$ cat src/rtl/par16_transmitter.sv
// par16_transmitter: FPGA->master side of the 16-bit parallel bus.
// Packs bytes (MSB first) into 16-bit words, queues them in a small FIFO and
// presents one word per master bus_clk cycle while the master holds bus_rnw high.
// Optional feature macro: PAR16_TX_FLUSH_EN (adds the flush port and PAD_BYTE).
module par16_transmitter #(
  parameter int FIFO_AW = 2
`ifdef PAR16_TX_FLUSH_EN
  , parameter logic [7:0] PAD_BYTE = 8'h00
`endif
) (
  input  logic               clk,
  input  logic               reset,
  input  logic [7:0]         txd_data,
  input  logic               txd_valid,
  output logic               txd_ready,
`ifdef PAR16_TX_FLUSH_EN
  input  logic               flush,
`endif
  input  logic               bus_clk,
  input  logic               bus_rnw,
  output logic [15:0]        bus_data,
  output logic               bus_data_oe,
  output logic [FIFO_AW:0]   words_pending,
  output logic               busy
);

  localparam int DEPTH = 1 << FIFO_AW;
  localparam logic [FIFO_AW:0] PTR_ONE = 1;

  typedef enum logic [1:0] {
    IDLE    = 2'd0,
    LOAD    = 2'd1,
    PRESENT = 2'd2
  } state_t;

  // Synchroniser flops for the master-owned signals
  logic bus_clk_meta_q, clk_s_q;
  logic rnw_meta_q, rnw_s_q;

  // Byte packer state
  logic [7:0]  msb_q, msb_d;
  logic        msb_valid_q, msb_valid_d;

  // Word FIFO: pointers carry one extra wrap bit to tell full from empty
  logic [FIFO_AW:0] wr_ptr_q, wr_ptr_d;
  logic [FIFO_AW:0] rd_ptr_q, rd_ptr_d;
  logic [15:0]      mem_q [DEPTH];
  logic             fifo_full, fifo_empty;
  logic [15:0]      fifo_head;

  logic        accept;
  logic        push, pop;
  logic [15:0] push_word;

  // Bus-side FSM and its registered outputs
  state_t      state_q;
  logic [15:0] bus_data_q;
  logic        oe_q;

  assign fifo_empty = (wr_ptr_q == rd_ptr_q);
  assign fifo_full  = (wr_ptr_q[FIFO_AW] != rd_ptr_q[FIFO_AW]) &&
                      (wr_ptr_q[FIFO_AW-1:0] == rd_ptr_q[FIFO_AW-1:0]);
  assign fifo_head  = mem_q[rd_ptr_q[FIFO_AW-1:0]];

  assign txd_ready     = !fifo_full;
  assign accept        = txd_valid && txd_ready;
  assign words_pending = wr_ptr_q - rd_ptr_q;
  assign busy          = msb_valid_q || !fifo_empty;
  assign bus_data      = bus_data_q;
  assign bus_data_oe   = oe_q;

  // Two-flop synchronisers bring bus_clk and bus_rnw into the clk domain
  // NOTE: all sequential state uses non-blocking assignments so every flop
  // samples pre-edge values, and resets asynchronously on reset's rising edge.
  always_ff @(posedge clk or posedge reset) begin
    if (reset) begin
      bus_clk_meta_q <= 1'b0;
      clk_s_q        <= 1'b0;
      rnw_meta_q     <= 1'b0;
      rnw_s_q        <= 1'b0;
    end else begin
      bus_clk_meta_q <= bus_clk;
      clk_s_q        <= bus_clk_meta_q;
      rnw_meta_q     <= bus_rnw;
      rnw_s_q        <= rnw_meta_q;
    end
  end

  // Packer: first byte parks in the MSB holder, second byte completes a word
  // NOTE: every signal gets a default first so no latch is inferred.
  always_comb begin
    msb_d       = msb_q;
    msb_valid_d = msb_valid_q;
    push        = 1'b0;
    push_word   = {msb_q, txd_data};
    if (accept) begin
      if (!msb_valid_q) begin
        msb_d       = txd_data;
        msb_valid_d = 1'b1;
      end else begin
        push        = 1'b1;
        msb_valid_d = 1'b0;
      end
    end
`ifdef PAR16_TX_FLUSH_EN
    // A real byte always takes precedence over padding
    else if (flush && msb_valid_q && !fifo_full) begin
      push        = 1'b1;
      push_word   = {msb_q, PAD_BYTE};
      msb_valid_d = 1'b0;
    end
`endif
  end

  // FIFO pointer updates; a pop only happens once the master has sampled the word
  always_comb begin
    pop      = (state_q == PRESENT) && rnw_s_q && clk_s_q && !fifo_empty;
    wr_ptr_d = push ? (wr_ptr_q + PTR_ONE) : wr_ptr_q;
    rd_ptr_d = pop  ? (rd_ptr_q + PTR_ONE) : rd_ptr_q;
  end

  // Packer and FIFO control registers
  always_ff @(posedge clk or posedge reset) begin
    if (reset) begin
      msb_q       <= 8'h00;
      msb_valid_q <= 1'b0;
      wr_ptr_q    <= '0;
      rd_ptr_q    <= '0;
    end else begin
      msb_q       <= msb_d;
      msb_valid_q <= msb_valid_d;
      wr_ptr_q    <= wr_ptr_d;
      rd_ptr_q    <= rd_ptr_d;
    end
  end

  // FIFO storage write port
  // NOTE: storage is deliberately not reset; the pointers alone define validity.
  always_ff @(posedge clk) begin
    if (push) begin
      mem_q[wr_ptr_q[FIFO_AW-1:0]] <= push_word;
    end
  end

  // Bus FSM: load the head while bus_clk is low, pop once the master sampled it
  always_ff @(posedge clk or posedge reset) begin
    if (reset) begin
      state_q    <= IDLE;
      bus_data_q <= 16'h0000;
      oe_q       <= 1'b0;
    end else begin
      case (state_q)
        IDLE: begin
          if (rnw_s_q) begin
            state_q <= LOAD;
            oe_q    <= 1'b1;
          end
        end
        LOAD: begin
          if (!rnw_s_q) begin
            state_q <= IDLE;
            oe_q    <= 1'b0;
          end else if (!fifo_empty && !clk_s_q) begin
            bus_data_q <= fifo_head;
            state_q    <= PRESENT;
          end
        end
        PRESENT: begin
          // A read aborted before sampling leaves the word queued for next time
          if (!rnw_s_q) begin
            state_q <= IDLE;
            oe_q    <= 1'b0;
          end else if (clk_s_q) begin
            state_q <= LOAD;
          end
        end
        default: begin
          state_q <= IDLE;
          oe_q    <= 1'b0;
        end
      endcase
    end
  end

endmodule

$ cat config.mk
export PLATFORM = sky130hd
export DESIGN_NAME = par16_transmitter
export DESIGN_NICKNAME = d
export VERILOG_FILES = /design/src/rtl/par16_transmitter.sv
export SDC_FILE = /design/constraint.sdc
export NUM_CORES = 1
export LEC_CHECK = 0
export CAP_MARGIN = 15
export CORE_MARGIN = 1.5
export CORE_UTILIZATION = 45
export DETAILED_ROUTE_END_ITERATION = 10
export HOLD_SLACK_MARGIN = 0.03
export PLACE_DENSITY = 0.67
export SLEW_MARGIN = 20
export SYNTH_ARGS = -nofsm -noshare
export SYNTH_HDL_FRONTEND = slang
export SYNTH_SLANG_ARGS = --single-unit
$ cat constraint.sdc
create_clock -name clk -period 2.5 [get_ports clk]
set_input_delay 0.5 -clock clk [delete_from_list [all_inputs] [get_ports clk]]
set_output_delay 0.5 -clock clk [all_outputs]
set_load 0.005 [all_outputs]
==> metrics.txt <==
status=completed; Clock Latency Late Sink=0.35 ns; top cells by area, synth=edfxtp_1, dfrtp_1, mux4_2, mux2_2, ha_1; die area=between 9000 and 10000 um2; Die H=97.4 um; post-layout min period=2.40 ns; most frequent cells in the layout=edfxtp_1, dfrtp_1, clkdlybuf4s50_1; drt initial violations=87; mux cell area share after synthesis=~16%; chip width=97.4 um; Root Driver=clkbuf_8; wire length reported by the detailed router=approximately 6500 um; r2r setup slk=0.55 ns; XOR/XNOR share of the synthesized area=1.53%; sequential group share of total power=48.5%; CTS tree=yes; row count=34; post-synthesis sequential area ratio=roughly 72%; #FFs+latches synth=102; overall routing resource usage=roughly 15%; endpoints failing setup=0; Slew headroom=65.2%; clock network power share=between 10% and 20%; CTS Buf Count=9; fraction of layout cells with a size suffix above 1=27.4%; DR DRC count=0; crit start category=flop; CP Class=reg -> out; Crit. End Element=output pin; final-stage net count=286; unrepaired setup endpoints after global routing=false; vias in the first global route=approximately 2.0k; Netlist cell types=26; Antenna Cells=0; Switch Pwr=1470 uW; period utilization=between 90% and 100%; Reg-to-Reg End=mem_q[3][14]; Syn Nets=234; Max Cap Viol=0; port buffer count=34; H-tree lvl count=3; Clock Tree Buf Depth=2; worst r2r path cells=4; Simple-Gate Fraction of Synth Area=under 10%; adder-cell area share of the yosys netlist=between 3 and 4%; Comb power frac=about a third; pwr/cell area=1100 nW/um2; final hold vios=0; post-route setup TNS=0 ns; pin count of the biggest net entering global routing=39; warnings from Yosys=0; Worst-path clk slew=about 0.09 ns; initial antenna violation count=0; Int Pwr=3730 uW; Worst Hold Launch=rnw_meta_q; FF-to-FF Start=wr_ptr_q[2]; Synth Instances=209; multi-input logic area=roughly 1100 um2; fmax=~420 MHz; reported leakage power=0.00176 uW; core area=8680 um2; Pre-Repair DR Iteration Count=4; vias=1960; Switching Fraction=28.3%; synthesis-to-layout area growth=17.7%; DPL Wire Length=~3800 um; Mapped Area=between 4000 and 5000 um2; total I/O pin count=35; Overall Power=5200 uW; syn_area_per_cell=around 19 um2; routed len/inst=17.3 um; routability cong.=0.730; final slew viol count=0; Synth top area share=about 48%; Post-Route Skew=0.00845 ns; Worst Path Required=2.00 ns; Seq. cell area=2870 um2; VDD IR max=483 uV; Antenna Nets Post-Route=0; initial core utilization=46.2%; vias per cell=5.24; WP data arrival=1.90 ns; Synth area leader=edfxtp_1; hold depth=0; worst hold path class=reg -> reg; first-pass GRT wire length=10600 um; Overflow after GRT=0; clock sink count=102; worst slew pin tran=roughly 0.52 ns; Filler cells=approximately 700; Synth Area in Compound Gates=1.97%; Hold Path Sink=rnw_s_q; crit path max fanout=3; largest family of logic cells by synthesized area=multiplexers; most common cell after layout, fill and taps aside=edfxtp_1
[sequential cells by signal (all words and copies together) (netlist names)]
register        count
bus_clk_meta_q      1
bus_data           16
bus_data_oe         1
clk_s_q             1
mem_q              64
msb_q               8
msb_valid_q         1
rd_ptr_q            3
rnw_meta_q          1
rnw_s_q             1
state_q             2
wr_ptr_q            3
[synth_stat cells (all sizes together)]
library cell,count
buf,5
nor3,1
a21oi,3
xnor2,4
fa,1
o21ai,2
o211a,2
dfrtp,38
a22o,2
nor2,2
ha,11
mux2,26
nand3,2
nand2,9
and2,5
o221ai,1
nand2b,1
mux4,16
a21o,1
edfxtp,64
inv,10
xor2,3
[kinds of logic (layout without fill, tap and decap cells)]
logic type | after synthesis | in the layout
AND/OR/NAND/NOR | 20 | 20
adder cells (fa/ha/maj) | 12 | 12
buffers and inverters | 15 | 72
XOR/XNOR | 7 | 7
flip-flops | 102 | 102
multiplexers | 42 | 42
AO/OA/AOI/OAI | 11 | 11
[worst max path at each step]
stage,depth (start not counted),slack [ns],end,start
5_1_grt,5,0.002,busy,wr_ptr_q[1]
3_3_place_gp,5,0.30,words_pending[2],wr_ptr_q[0]
3_5_place_dp,5,0.27,words_pending[2],wr_ptr_q[0]
4_1_cts,5,0.02,txd_ready,wr_ptr_q[0]
2_1_floorplan,7,0.07,mem_q[3][0],rd_ptr_q[1]
6_report,5,0.1,txd_ready,wr_ptr_q[0]
[metal layers]
layer / global-route usage [%] / wire, um / vias up
li1: - / - / 893
met1: 20.1 / 3010 / 1026
met2: 23.6 / 3170 / 33
met3: 4.10 / 226 / 8
met4: 4.95 / 74 / 0
met5: 0 / 0 / -
[final cells by class]
class	instances	share of cell area, %
sequential	102	60.9
multi-input combinational	92	22.6
timing repair buffer	46	9.15
clock buffer	12	3.29
tap	108	2.86
inverter	10	0.795
clock inverter	4	0.451
[stage by stage]
step	utilization (%)	instance area [um2]	instances	worst slack, ns	hold WS, ns
2_1_floorplan	-	4010	209	0.0718	0.331
3_3_place_gp	51.9	4510	354	0.304	0.337
6_report	54.4	4720	374	0.0997	0.356
3_5_place_dp	51.9	4510	354	0.272	0.341
5_1_grt	54.4	4720	374	0.00226	0.366
4_1_cts	54.1	4700	372	0.0167	0.362
[critical path, cell delays in order (launching register included)]
cell and delay, ns:
dfrtp_1 0.37, inv_2 0.05, ha_1 0.32, and2_1 0.21, nand2_2 0.11, clkdlybuf4s50_1 0.51
[power by group through the flow]
stage / sequential (uW) / clock, uW / combinational (uW)
3_3_place_gp: 2550 / 0 / 1720
4_1_cts: 2530 / 951 / 1760
2_1_floorplan: 2530 / 0 / 1050
5_1_grt: 2580 / 1010 / 1930
3_5_place_dp: 2570 / 0 / 1740
6_report: 2520 / 922 / 1750
[timing repair]
item                       in CTS  in global routing
hold endpoints to repair        0                  0
hold buffers                    0                  0
setup endpoints to repair       4                  3
resized for setup               2                  3
setup buffers                   2                  2
pin swaps                       0                  0
No activity file was read; power rests on OpenSTA's default activity.
